### src/rtl/mem_load_stage_pkg.sv
// -----------------------------------------------------------------------------
// mem_load_stage_pkg
// Shared definitions for the memory-access stage that sits between EX and WB.
// Provides:
//   - mem_size_e     : access size encodings (B/H/W/D)
//   - INFO_*_REL     : es_mem_info field positions relative to the offset field
//   - info_w()       : es_mem_info width for a given offset width
//   - ms_to_ws_w()   : width of {payload, ms_final_result} towards WB
//   - cnt_w()        : counter width able to hold 0..max_val
// -----------------------------------------------------------------------------
package mem_load_stage_pkg;

  typedef enum logic [1:0] {
    SIZE_B = 2'd0,
    SIZE_H = 2'd1,
    SIZE_W = 2'd2,
    SIZE_D = 2'd3   // only meaningful when DATA_W = 64
  } mem_size_e;

  // es_mem_info = {need_resp, ld_en, size[1:0], sign, ofs[OFS_W-1:0]}.
  // The offset occupies the low OFS_W bits; the fixed fields sit above it,
  // so their positions are expressed relative to OFS_W.
  localparam int INFO_SIGN_REL = 0;
  localparam int INFO_SIZE_REL = 1;  // two bits
  localparam int INFO_LD_REL   = 3;
  localparam int INFO_RESP_REL = 4;
  localparam int INFO_FIXED_W  = 5;

  function automatic int info_w(input int ofs_w);
    return ofs_w + INFO_FIXED_W;
  endfunction

  function automatic int ms_to_ws_w(input int pl_wd, input int data_w);
    return pl_wd + data_w;
  endfunction

  function automatic int cnt_w(input int max_val);
    return $clog2(max_val + 1);
  endfunction

endpackage

### src/rtl/mem_load_stage_if.sv
// -----------------------------------------------------------------------------
// mem_load_stage_if
// Bundles every non-clock/reset signal of mem_load_stage.
//   slave  modport : the stage itself
//   master modport : the surroundings (EX, memory, WB, exception logic)
// Signals:
//   es_to_ms_valid / ms_allowin   EX -> MS instruction handshake
//   es_to_ms_bus, es_mem_info     latched payload and memory-access descriptor
//   es_req_issued / ms_req_block  request issue notification and back-pressure
//   data_sram_data_ok/_rdata      memory response
//   ms_to_ws_valid / ws_allowin   MS -> WB instruction handshake
//   ms_to_ws_bus                  {payload, ms_final_result}
//   flush                         exception/ertn flush
//
// Handshake rule (both instruction interfaces): a transfer happens in the
// cycle where valid and the receiver's allowin are both high; valid may not
// depend on the receiver's allowin, and the sender holds its data until then.
// -----------------------------------------------------------------------------
interface mem_load_stage_if
  import mem_load_stage_pkg::*;
#(
  parameter int DATA_W = 32,
  parameter int PL_WD  = 136,
  parameter int OFS_W  = $clog2(DATA_W / 8)
);
  localparam int INFO_W = info_w(OFS_W);
  localparam int OUT_W  = ms_to_ws_w(PL_WD, DATA_W);

  logic              es_to_ms_valid;
  logic              ms_allowin;
  logic [PL_WD-1:0]  es_to_ms_bus;
  logic [INFO_W-1:0] es_mem_info;
  logic              es_req_issued;
  logic              ms_req_block;
  logic              data_sram_data_ok;
  logic [DATA_W-1:0] data_sram_rdata;
  logic              ws_allowin;
  logic              ms_to_ws_valid;
  logic [OUT_W-1:0]  ms_to_ws_bus;
  logic              flush;

  modport slave (
    input  es_to_ms_valid, es_to_ms_bus, es_mem_info, es_req_issued,
           data_sram_data_ok, data_sram_rdata, ws_allowin, flush,
    output ms_allowin, ms_req_block, ms_to_ws_valid, ms_to_ws_bus
  );

  modport master (
    output es_to_ms_valid, es_to_ms_bus, es_mem_info, es_req_issued,
           data_sram_data_ok, data_sram_rdata, ws_allowin, flush,
    input  ms_allowin, ms_req_block, ms_to_ws_valid, ms_to_ws_bus
  );

endinterface

### src/rtl/mem_load_stage_resp_fifo.sv
// -----------------------------------------------------------------------------
// mem_load_stage_resp_fifo
// Pointer-based response FIFO holding memory read data until the owning
// instruction leaves the stage.
// Ports:
//   clk, reset  clock, asynchronous active-high reset
//   push, push_data   write an entry
//   pop               drop the head entry
//   clr               discard all entries (wins over push/pop)
//   full, empty       occupancy flags
//   head              oldest entry (undefined while empty)
// Push and pop may coincide even when full: the pop frees the slot that the
// push then fills, so occupancy stays at DEPTH.
// -----------------------------------------------------------------------------
module mem_load_stage_resp_fifo #(
  parameter int WIDTH = 32,
  parameter int DEPTH = 2
) (
  input  logic             clk,
  input  logic             reset,
  input  logic             push,
  input  logic [WIDTH-1:0] push_data,
  input  logic             pop,
  input  logic             clr,
  output logic             full,
  output logic             empty,
  output logic [WIDTH-1:0] head
);
  localparam int PTR_W = (DEPTH > 1) ? $clog2(DEPTH) : 1;
  localparam int CNT_W = $clog2(DEPTH + 1);

  logic [WIDTH-1:0] mem_q [DEPTH];
  logic [PTR_W-1:0] wr_ptr_q, wr_ptr_d;
  logic [PTR_W-1:0] rd_ptr_q, rd_ptr_d;
  logic [CNT_W-1:0] count_q, count_d;
  logic             do_push;
  logic             do_pop;

  function automatic logic [PTR_W-1:0] ptr_inc(input logic [PTR_W-1:0] p);
    return (p == PTR_W'(DEPTH - 1)) ? '0 : p + PTR_W'(1);
  endfunction

  assign full  = (count_q == CNT_W'(DEPTH));
  assign empty = (count_q == '0);
  assign head  = mem_q[rd_ptr_q];

  assign do_pop  = pop & ~empty;
  assign do_push = push & (~full | do_pop);

  always_comb begin
    wr_ptr_d = wr_ptr_q;
    rd_ptr_d = rd_ptr_q;
    count_d  = count_q;
    if (clr) begin
      wr_ptr_d = '0;
      rd_ptr_d = '0;
      count_d  = '0;
    end else begin
      if (do_push) wr_ptr_d = ptr_inc(wr_ptr_q);
      if (do_pop)  rd_ptr_d = ptr_inc(rd_ptr_q);
      case ({do_push, do_pop})
        2'b10:   count_d = count_q + CNT_W'(1);
        2'b01:   count_d = count_q - CNT_W'(1);
        default: count_d = count_q;
      endcase
    end
  end

  always_ff @(posedge clk or posedge reset) begin
    if (reset) begin
      wr_ptr_q <= '0;
      rd_ptr_q <= '0;
      count_q  <= '0;
    end else begin
      wr_ptr_q <= wr_ptr_d;
      rd_ptr_q <= rd_ptr_d;
      count_q  <= count_d;
    end
  end

  // Storage carries no reset; validity is tracked by count_q alone.
  always_ff @(posedge clk) begin
    if (do_push && !clr) mem_q[wr_ptr_q] <= push_data;
  end

endmodule

### src/rtl/mem_load_stage.sv
// -----------------------------------------------------------------------------
// mem_load_stage
// Memory-access pipeline stage between EX and WB for a memory port with
// variable latency. Up to MAX_OUTSTANDING requests may be in flight; responses
// are buffered in a FIFO until their instruction leaves towards WB, and load
// data is aligned and sign/zero-extended to DATA_W (32 or 64).
// Ports:
//   clk    clock
//   reset  asynchronous active-high reset
//   ms_if  mem_load_stage_if.slave (EX handshake, memory response,
//          WB handshake, flush)
// Flush drops the instruction in the stage, empties the FIFO and arms a
// cancel counter so that responses to already-issued requests are discarded.
// -----------------------------------------------------------------------------
module mem_load_stage
  import mem_load_stage_pkg::*;
#(
  parameter int DATA_W          = 32,
  parameter int MAX_OUTSTANDING = 2,
  parameter int BUF_DEPTH       = 2,
  parameter int PL_WD           = 136,
  parameter int OFS_W           = $clog2(DATA_W / 8)
) (
  input logic           clk,
  input logic           reset,
  mem_load_stage_if.slave ms_if
);
  localparam int INFO_W = info_w(OFS_W);
  localparam int CNT_W  = cnt_w(MAX_OUTSTANDING);

  // ---------------------------------------------------------------------------
  // State
  // ---------------------------------------------------------------------------
  logic              ms_valid_q,    ms_valid_d;
  logic [PL_WD-1:0]  payload_q,     payload_d;
  logic [INFO_W-1:0] info_q,        info_d;
  logic [CNT_W-1:0]  outstanding_q, outstanding_d;
  logic [CNT_W-1:0]  cancel_q,      cancel_d;

  // Decoded fields of the latched access descriptor
  logic              need_resp_r;
  logic              ld_en_r;
  logic              sign_r;
  mem_size_e         size_r;
  logic [OFS_W-1:0]  ofs_r;

  assign ofs_r       = info_q[OFS_W-1:0];
  assign sign_r      = info_q[OFS_W + INFO_SIGN_REL];
  assign size_r      = mem_size_e'(info_q[OFS_W + INFO_SIZE_REL +: 2]);
  assign ld_en_r     = info_q[OFS_W + INFO_LD_REL];
  assign need_resp_r = info_q[OFS_W + INFO_RESP_REL];

  // ---------------------------------------------------------------------------
  // Handshake
  // ---------------------------------------------------------------------------
  logic fifo_push, fifo_pop, fifo_clr, fifo_full, fifo_empty;
  logic [DATA_W-1:0] fifo_head;
  logic ms_ready_go;
  logic ms_to_ws_fire;
  logic accept;
  logic resp_drop;

  assign ms_ready_go          = ~need_resp_r | ~fifo_empty;
  assign ms_if.ms_allowin     = ~ms_valid_q | (ms_ready_go & ms_if.ws_allowin);
  assign ms_if.ms_to_ws_valid = ms_valid_q & ms_ready_go & ~ms_if.flush;
  assign ms_to_ws_fire        = ms_if.ms_to_ws_valid & ms_if.ws_allowin;
  assign accept               = ms_if.es_to_ms_valid & ms_if.ms_allowin & ~ms_if.flush;
  assign ms_if.ms_req_block   = (outstanding_q == CNT_W'(MAX_OUTSTANDING));

  // A response belongs to a cancelled request while cancel_q is non-zero;
  // responses arriving during the flush cycle itself are also discarded.
  assign resp_drop = (cancel_q != '0);
  assign fifo_push = ms_if.data_sram_data_ok & ~resp_drop & ~ms_if.flush;
  assign fifo_pop  = ms_to_ws_fire & need_resp_r;
  assign fifo_clr  = ms_if.flush;

  always_comb begin
    ms_valid_d = ms_valid_q;
    payload_d  = payload_q;
    info_d     = info_q;
    if (ms_if.flush) begin
      ms_valid_d = 1'b0;
    end else if (ms_if.ms_allowin) begin
      ms_valid_d = ms_if.es_to_ms_valid;
    end
    if (accept) begin
      payload_d = ms_if.es_to_ms_bus;
      info_d    = ms_if.es_mem_info;
    end
  end

  // ---------------------------------------------------------------------------
  // Outstanding / cancel accounting
  // ---------------------------------------------------------------------------
  // outstanding_q counts every request not yet answered, including ones whose
  // answer will be dropped; a flush therefore re-arms cancel_q with the full
  // in-flight count, which also covers flushes that arrive while earlier
  // cancels are still pending.
  always_comb begin
    outstanding_d = outstanding_q;
    if (ms_if.es_req_issued && !ms_if.data_sram_data_ok) begin
      outstanding_d = outstanding_q + CNT_W'(1);
    end else if (!ms_if.es_req_issued && ms_if.data_sram_data_ok) begin
      outstanding_d = outstanding_q - CNT_W'(1);
    end

    cancel_d = cancel_q;
    if (ms_if.flush) begin
      cancel_d = outstanding_d;
    end else if (ms_if.data_sram_data_ok && resp_drop) begin
      cancel_d = cancel_q - CNT_W'(1);
    end
  end

  always_ff @(posedge clk or posedge reset) begin
    if (reset) begin
      ms_valid_q    <= 1'b0;
      payload_q     <= '0;
      info_q        <= '0;
      outstanding_q <= '0;
      cancel_q      <= '0;
    end else begin
      ms_valid_q    <= ms_valid_d;
      payload_q     <= payload_d;
      info_q        <= info_d;
      outstanding_q <= outstanding_d;
      cancel_q      <= cancel_d;
    end
  end

  // ---------------------------------------------------------------------------
  // Response FIFO
  // ---------------------------------------------------------------------------
  mem_load_stage_resp_fifo #(
    .WIDTH (DATA_W),
    .DEPTH (BUF_DEPTH)
  ) u_resp_fifo (
    .clk       (clk),
    .reset     (reset),
    .push      (fifo_push),
    .push_data (ms_if.data_sram_rdata),
    .pop       (fifo_pop),
    .clr       (fifo_clr),
    .full      (fifo_full),
    .empty     (fifo_empty),
    .head      (fifo_head)
  );

  // Responses can never exceed the outstanding limit, so a push into a full
  // FIFO without a simultaneous pop means the memory side misbehaved.
  always @(posedge clk) begin
    if (!reset) assert (!(fifo_push && fifo_full && !fifo_pop));
  end

  // ---------------------------------------------------------------------------
  // Load alignment and extension
  // ---------------------------------------------------------------------------
  // Shifting by ofs*8 brings the addressed lane to bit 0; for a 64-bit bus a
  // word access with ofs[2]=1 thus selects the upper half.
  logic [DATA_W-1:0] shifted;
  logic [DATA_W-1:0] keep_mask;
  logic              msb_bit;
  logic [DATA_W-1:0] ld_data;
  logic [DATA_W-1:0] ms_final_result;

  always_comb begin
    shifted = fifo_head >> {ofs_r, 3'b000};
    case (size_r)
      SIZE_B: begin
        keep_mask = DATA_W'(8'hFF);
        msb_bit   = shifted[7];
      end
      SIZE_H: begin
        keep_mask = DATA_W'(16'hFFFF);
        msb_bit   = shifted[15];
      end
      SIZE_W: begin
        keep_mask = DATA_W'(32'hFFFF_FFFF);
        msb_bit   = shifted[31];
      end
      SIZE_D: begin
        keep_mask = '1;
        msb_bit   = shifted[DATA_W-1];
      end
      default: begin
        keep_mask = '1;
        msb_bit   = shifted[DATA_W-1];
      end
    endcase
    ld_data = (shifted & keep_mask) | (~keep_mask & {DATA_W{sign_r & msb_bit}});
  end

  // Non-load instructions forward the ALU result held in the payload LSBs.
  assign ms_final_result    = ld_en_r ? ld_data : payload_q[DATA_W-1:0];
  assign ms_if.ms_to_ws_bus = {payload_q, ms_final_result};

endmodule

### src/flat_wrapper.sv
// flat-port wrapper written by rule: the top's interface ports become plain ports
module mem_load_stage_flat import mem_load_stage_pkg::*;
#(
  parameter int DATA_W          = 32,
  parameter int MAX_OUTSTANDING = 2,
  parameter int BUF_DEPTH       = 2,
  parameter int PL_WD           = 136,
  parameter int OFS_W           = $clog2(DATA_W / 8)
)
  (clk, reset, ms_if_es_to_ms_valid, ms_if_es_to_ms_bus, ms_if_es_mem_info, ms_if_es_req_issued, ms_if_data_sram_data_ok, ms_if_data_sram_rdata, ms_if_ws_allowin, ms_if_flush, ms_if_ms_allowin, ms_if_ms_req_block, ms_if_ms_to_ws_valid, ms_if_ms_to_ws_bus);
  mem_load_stage_if #(.DATA_W(DATA_W), .PL_WD(PL_WD), .OFS_W(OFS_W)) ms_if_i ();
  input logic clk;
  input logic reset;
  input wire logic [$bits(ms_if_i.es_to_ms_valid)-1:0] ms_if_es_to_ms_valid;
  input wire logic [$bits(ms_if_i.es_to_ms_bus)-1:0] ms_if_es_to_ms_bus;
  input wire logic [$bits(ms_if_i.es_mem_info)-1:0] ms_if_es_mem_info;
  input wire logic [$bits(ms_if_i.es_req_issued)-1:0] ms_if_es_req_issued;
  input wire logic [$bits(ms_if_i.data_sram_data_ok)-1:0] ms_if_data_sram_data_ok;
  input wire logic [$bits(ms_if_i.data_sram_rdata)-1:0] ms_if_data_sram_rdata;
  input wire logic [$bits(ms_if_i.ws_allowin)-1:0] ms_if_ws_allowin;
  input wire logic [$bits(ms_if_i.flush)-1:0] ms_if_flush;
  output wire logic [$bits(ms_if_i.ms_allowin)-1:0] ms_if_ms_allowin;
  output wire logic [$bits(ms_if_i.ms_req_block)-1:0] ms_if_ms_req_block;
  output wire logic [$bits(ms_if_i.ms_to_ws_valid)-1:0] ms_if_ms_to_ws_valid;
  output wire logic [$bits(ms_if_i.ms_to_ws_bus)-1:0] ms_if_ms_to_ws_bus;
  assign ms_if_i.es_to_ms_valid = ms_if_es_to_ms_valid;
  assign ms_if_i.es_to_ms_bus = ms_if_es_to_ms_bus;
  assign ms_if_i.es_mem_info = ms_if_es_mem_info;
  assign ms_if_i.es_req_issued = ms_if_es_req_issued;
  assign ms_if_i.data_sram_data_ok = ms_if_data_sram_data_ok;
  assign ms_if_i.data_sram_rdata = ms_if_data_sram_rdata;
  assign ms_if_i.ws_allowin = ms_if_ws_allowin;
  assign ms_if_i.flush = ms_if_flush;
  assign ms_if_ms_allowin = ms_if_i.ms_allowin;
  assign ms_if_ms_req_block = ms_if_i.ms_req_block;
  assign ms_if_ms_to_ws_valid = ms_if_i.ms_to_ws_valid;
  assign ms_if_ms_to_ws_bus = ms_if_i.ms_to_ws_bus;
  mem_load_stage #(.DATA_W(DATA_W), .MAX_OUTSTANDING(MAX_OUTSTANDING), .BUF_DEPTH(BUF_DEPTH), .PL_WD(PL_WD), .OFS_W(OFS_W)) u_core (.clk(clk), .reset(reset), .ms_if(ms_if_i));
endmodule
### config.mk
export PLATFORM = sky130hd
export DESIGN_NAME = mem_load_stage_flat
export DESIGN_NICKNAME = d
export VERILOG_FILES = /design/src/rtl/mem_load_stage_pkg.sv /design/src/rtl/mem_load_stage_if.sv /design/src/rtl/mem_load_stage_resp_fifo.sv /design/src/rtl/mem_load_stage.sv /design/src/flat_wrapper.sv
export SDC_FILE = /design/constraint.sdc
export NUM_CORES = 1
export LEC_CHECK = 0
export ABC_CLOCK_PERIOD_IN_PS = 6300
export CELL_PAD_IN_SITES_DETAIL_PLACEMENT = 1
export CELL_PAD_IN_SITES_GLOBAL_PLACEMENT = 1
export CORE_MARGIN = 4
export CORE_UTILIZATION = 35
export DETAILED_ROUTE_END_ITERATION = 8
export PLACE_DENSITY_LB_ADDON = 0.1
export SLEW_MARGIN = 15
export SYNTH_ARGS = -nofsm -noshare
export SYNTH_HDL_FRONTEND = slang
export SYNTH_HIERARCHICAL = 1
export SYNTH_SLANG_ARGS = --single-unit
### constraint.sdc
create_clock -name clk -period 6.3 [get_ports clk]
set_input_delay 0.63 -clock clk [delete_from_list [all_inputs] [get_ports clk]]
set_output_delay 0.63 -clock clk [all_outputs]
set_load 0.005 [all_outputs]
==> metrics list, run 1 <==
- The run finished with clean final reports.
- # rows: 59
- Worst Hold Slack: 0.455 ns
- The worst setup path is launched from a register.
- First DRT Iteration DRCs: 314
- Setup tns final: 0 ns
- Number of global-route vias before repair: 7116
- Worst reg2reg endpoint: u_core/u_resp_fifo/mem_q[1][4]
* Cell breakdown of the critical path: buf_4 -> mux2_2 -> mux2i_2 -> mux2i_2 -> a2111oi_4 -> nor3_1 -> clkdlybuf4s50_1
- The HPWL after detailed placement is 22700 microns.
* Final nets: 1158
- RSZ-0062 raised after global routing: no
- Count of warnings emitted by yosys: 6
- Power spread over the standard cell area amounts to 336 mW/mm^2.
- Entering global routing, the biggest net connects 144 pins.
- Worst reg2reg setup slack: 3.63 ns
- Data on the critical path is required at its endpoint by 5.67 ns.
- Initial DRT Pass Iterations: 4
- Sinks on the clock net: 216
- The clock passes through at most 3 buffers.
* Total global-route track usage: 20.0%
* Highest fanout seen on the critical path: 25
- Clock tree root driver cell: clkbuf_16
* Top Ports: 353
* Total power draw: 4.74 mW
- Startpoint of the worst-slack reg-to-reg timing path: u_core/u_resp_fifo/count_q[0]
- Compared with the post-synthesis result, the final layout area differs by 49.8%.
- In the final routing, the length of wire on met1 measures 12000 microns.
* Minimum period implied by the final worst setup slack: 4.20 ns
- Effective utilization at floorplan: 35.9%
- The kind of cell with the highest combined delay along the critical path is buffers and inverters.
- Clock latency on the worst-skew pair, taken at its later pin, is 0.51 ns.
- The total count of max-transition violations in the final report was 0.
- Count of nets left with antenna violations after detail routing: 0
* Final setup fails: 0
- From bottom edge to top edge, the die measures 172 microns.
- Worst Skew: 0.0101 ns
- STA puts the critical path data arrival time at 3.57 ns.
- Across the run, the number of max-cap violations was 0.
- Clock-pin slew was measured on the worst setup and hold paths at 0.06 ns.
- Routability-driven placement finished with a final weighted congestion of 0.802.
- TritonCTS built the clock tree.
- The worst hold path belongs to the class in -> async.
* Area of the core region: 0.0263 sq mm
* Netlist area before placement: 0.00942 sq mm
- Cell type with the highest occurrence count on the critical path: mux2i_2
- Static power due to leakage: 5.58 nW
* First-pass GRT wire length: 44900 microns
- Horizontal die dimension: 172 microns
- The number of antenna violations at the first check in global routing is 2.
- Post-route fraction of the period consumed by the critical path: 66.7%
- Mean cell area of the mapped netlist: 15.1 sq um
* Detail Route met2 WL: 15300 microns
* Proportion of layout cells with a drive suffix above 1: 25.3%
- Commonest cells after routing, fill and taps aside: clkdlybuf4s50_1, dfrtp_1, mux2_2, mux2_4, edfxtp_1
- Derived from the worst setup path, the maximum achievable clock frequency is 238 MHz.
* Grt ovf: 0
- Combined buffer and inverter count along the critical path: 2
* DR WL/cell: 23.1 microns
- For this run, the share of the core covered by cells in the final layout is 53.7%.
- Count of H-tree levels built during CTS: 1
- Once routing completed, OpenROAD measured the worst setup slack at 2.10 ns.
* Max transition margin: 22.1%
- Before CTS, the worst setup slack after placement is 2.55 ns.
- Cells on worst reg2reg path: 5
* Input/output buffers: 352
- After detailed routing, the number of vias per cell comes to 4.86.
- Cts bufs inserted: 25
- Worst-Margin Slew: 1.17 ns
- Post-synthesis net count: 808
* Delay of the slowest cell on the worst path: 0.62 ns
- Hold buffers post-CTS: 0
- Buffers inserted by post-CTS timing repair: 0
* Area of the die: 0.0296 sq mm
- Leaving out fill and tap cells, the most frequent cell in the layout is clkdlybuf4s50_1.
- Across all layers, the routed design uses 6465 vias.
- Quantity of gates resized following cts: 0
- Synthesis produced a netlist whose cell count is 624.
* Start-to-end type of the worst setup path: reg -> out
- Final Hold Violating Endpoints: 0
- Highest routed layer: met5
- Wire segments on met3 add up to 2760 microns in the final route.
- The slowest stage of the critical path belongs to the cell a2111oi_4.
* Wire length after detailed routing: 30800 microns
- IR analysis of the VDD net gives a maximum drop of 0.220 mV.
- Endpoint class of the critical path: primary output
* Number of cells on the critical path: 7
- DRC violation count after routing: 0
sequential cells by signal, summed over array words and instances (netlist names):
register / flops
u_core/payload_q: 136
u_core/u_resp_fifo/mem_q: 64
u_core/info_q: 7
u_core/cancel_q: 2
u_core/outstanding_q: 2
u_core/u_resp_fifo/count_q: 2
u_core/ms_valid_q: 1
u_core/u_resp_fifo/rd_ptr_q: 1
u_core/u_resp_fifo/wr_ptr_q: 1
stage by stage:
stage / cell area (sq um) / cells
after global placement: 13200 / 1282
after detailed placement: 13200 / 1282
after CTS: 14100 / 1327
final: 14100 / 1330
after global routing: 14100 / 1328
after floorplan: 9420 / 624
routing by layer:
layer,vias to the layer above,global-route usage (%)
li1,2940,-
met1,3235,24.5
met2,249,33.7
met3,39,7.32
met4,2,4.96
met5,-,0
cell type report:
class	count	area (sq um)
Sequential cell	216	5730
Multi-Input combinational cell	361	3440
Tap cell	335	419
Timing Repair Buffer	359	3590
Fill cell	2606	12200
Clock buffer	34	731
Clock inverter	11	163
Inverter	11	46.3
Antenna cell	3	7.51
worst max-delay path by stage:
stage / to / startpoint / slack [ns]
finish: ms_if_ms_to_ws_bus[13] / u_core/u_resp_fifo/rd_ptr_q / 2.10
global route: ms_if_ms_to_ws_bus[29] / u_core/info_q[1] / 1.87
CTS: ms_if_ms_to_ws_bus[29] / u_core/info_q[1] / 2.01
detailed placement: u_core/u_resp_fifo/mem_q[1][0] / ms_if_flush / 2.55
global placement: ms_if_ms_to_ws_bus[29] / u_core/info_q[1] / 2.65
floorplan: u_core/cancel_q[0] / reset / 1.69
power breakdown:
part           switching, mW  internal (mW)  total, mW
sequential             0.162           1.66       1.82
clock                  0.585          0.974       1.56
combinational          0.490          0.866       1.36
(Power assumes the default switching activity.)
==> run 2: changes to the inputs <==
--- a/config.mk
+++ b/config.mk
@@ -5,7 +5,7 @@
 export SDC_FILE = /design/constraint.sdc
 export NUM_CORES = 1
 export LEC_CHECK = 0
-export ABC_CLOCK_PERIOD_IN_PS = 6300
+export ABC_CLOCK_PERIOD_IN_PS = 3900
 export CELL_PAD_IN_SITES_DETAIL_PLACEMENT = 1
 export CELL_PAD_IN_SITES_GLOBAL_PLACEMENT = 1
 export CORE_MARGIN = 4
==> constraint.sdc (replaced) <==
create_clock -name clk -period 3.9 [get_ports clk]
set_input_delay 0.39 -clock clk [delete_from_list [all_inputs] [get_ports clk]]
set_output_delay 0.39 -clock clk [all_outputs]
set_load 0.005 [all_outputs]
==> metrics list, run 2 (synthesis results as in run 1) <==
* Final setup fails: 0
- At the pin with the least slew margin, the transition time is 0.799 ns.
- Buffers placed on the I/O ports in this run total 352.
- In the final layout, the multi-input gates occupy 0.00344 sq mm.
* Instance area at placement: 0.0133 sq mm
- Buffers inserted by post-CTS timing repair: 0
* Worst path setup slack after routing: 0.398 ns
- Quantity of gates resized following cts: 0
- Total global-route track usage: 19.5%
* Hold buffers post-CTS: 0
- The first global-routing pass estimated 44000 microns of wire.
- Routability Congestion: 0.755
- Cell type with the highest occurrence count on the critical path: mux2i_2
* Top Ports: 353
* Req. time, crit path: 3.51 ns
- Worst-Skew Late Latency: 0.53 ns
* Count of H-tree levels built during CTS: 1
- # rows: 59
- The core region is 0.0263 sq mm.
- Worst Hold Slack: 0.161 ns
- Final-report max-slew violation count: 0
- Metal-1 WL: 11700 microns
- Worst-case clock buffer depth: 3
* Kind of launch point of the worst setup path: register
- Cell breakdown of the critical path: mux2_2 -> mux2i_2 -> mux2i_2 -> a2111oi_4 -> nor3_1 -> clkdlybuf4s50_1
* Arrival time of data at the critical path endpoint: 3.11 ns
* First DRT Iteration DRCs: 304
* Max Freq: 286 MHz
* Grt ovf: 0
* Post-route fraction of the period consumed by the critical path: 89.8%
- The library cells used most frequently in the layout, excluding fill and tap cells, are clkdlybuf4s50_1, dfrtp_1, mux2_2, mux2_4, edfxtp_1.
* Max Cap Viol: 0
- For the final routed database, the setup TNS stands at 0 ns.
- Number of antenna violations at the first check in global routing: 4
- The smallest clock period supported by the final layout is computed as 3.50 ns.
- The register with the most flip-flops in the final layout is u_core/payload_q.
- The largest registers in the layout are u_core/payload_q: 136 flops, u_core/u_resp_fifo/mem_q: 64 flops, u_core/info_q: 7 flops.
- For this run, the post-layout net count is 1168.
- The number of global-route vias before repair is 7213.
- Worst-path cell with the longest stage delay: a2111oi_4
- The final layout contains routed wiring with a total length of 30100 microns.
- After detailed routing, no signal wire sits above met4.
- The tightest min-delay check is of the in -> async type.
* Combined buffer and inverter count along the critical path: 1
- Post-Layout Inst Area: 0.0141 sq mm
- Vias: 6449
* Post-CTS clock slew at the launch and capture registers of the worst setup and hold paths: 0.06 ns
* Sequential Area: 0.00573 sq mm
- Detailed-routed wire length on met3: 2670 microns
- The number of clock buffers added by TritonCTS is 26.
* RSZ-0062 raised after global routing: no
- Horizontal die dimension: 172 microns
- Summed over all nets, the half-perimeter wirelength after detailed placement is 22700 microns.
* Family with the most delay on the worst path: multiplexers
- Final Hold Violating Endpoints: 0
- Worst-case vdd ir drop: 0.343 mV
* DRC violation count after routing: 0
* Worst Skew: 0.0148 ns
* Sinks on the clock net: 216
- For this design the ratio of total power to cell area is 529 mW/mm^2.
- The root buffer cell chosen for the clock tree is clkbuf_16.
- The register with the most flip-flops in the layout has 136 of them.
* Worst setup slack before clock tree synthesis: 0.840 ns
* Status: completed
* Area of the die: 0.0296 sq mm
- Start-to-end type of the worst setup path: reg -> out
* Static power due to leakage: 5.60 nW
- Area growth from synthesis to layout: 50.2%
- Fillers: 2618
* Commonest non-fill, non-tap cell in the layout: clkdlybuf4s50_1
- Vias per inst: 4.80
- In this run the worst path has a maximum fanout of 8.
- Max transition margin: 46.6%
- Count of nets left with antenna violations after detail routing: 0
- At the end of the flow the core is filled with cells to 53.8%.
* Clock tree from TritonCTS: done
- Entering global routing, the biggest net connects 63 pins.
- Initial DRT Pass Iterations: 4
- The worst setup path is captured at a primary output.
- Overall die height: 172 microns
* DR WL/cell: 22.4 microns
- After detailed routing, the met2 layer carries 14900 microns of wire.
* Effective utilization at floorplan: 35.9%
- Delay of the slowest cell on the worst path: 0.64 ns
- Cells with a size suffix above 1 make up 25.3% of the layout.
run 2: power by group:
| part | internal (mW) | switching (mW) |
|---|---|---|
| sequential | 2.69 | 0.233 |
| combinational | 1.40 | 0.818 |
| clock | 1.41 | 0.939 |
run 2: final cells by class:
cell class	count	area share, %
clock inverter	13	0.787
tap	335	2.96
sequential	216	40.5
inverter	11	0.318
timing repair buffer	368	26.0
multi-input combinational	361	24.3
antenna	5	0.0884
clock buffer	35	5.06
run 2: worst paths after layout:
check / from / endpoint / slack, ns / depth (start not counted)
max: u_core/u_resp_fifo/rd_ptr_q / ms_if_ms_to_ws_bus[14] / 0.40 / 6
min: reset / u_core/u_resp_fifo/count_q[0] / 0.16 / 2
max reg2reg: u_core/u_resp_fifo/count_q[0] / u_core/payload_q[50] / 1.63 / 7
min reg2reg: u_core/payload_q[43] / u_core/payload_q[43] / 0.51 / 1
max in group asynchronous: reset / u_core/payload_q[55] / 2.65 / 3
min in group clk: ms_if_data_sram_rdata[8] / u_core/u_resp_fifo/mem_q[0][8] / 0.45 / 1
run 2: through the flow:
stage,power (mW),instances
3_3_place_gp,5.17,1291
4_1_cts,7.62,1339
5_1_grt,7.90,1343
3_5_place_dp,5.20,1291
2_1_floorplan,3.84,624
6_report,7.49,1344
run 2: routing by layer:
layer / up-vias / global-route usage, %
li1: 2964 / -
met3: 41 / 7.13
met5: - / 0
met1: 3204 / 23.4
met4: 0 / 5.91
met2: 240 / 32.9
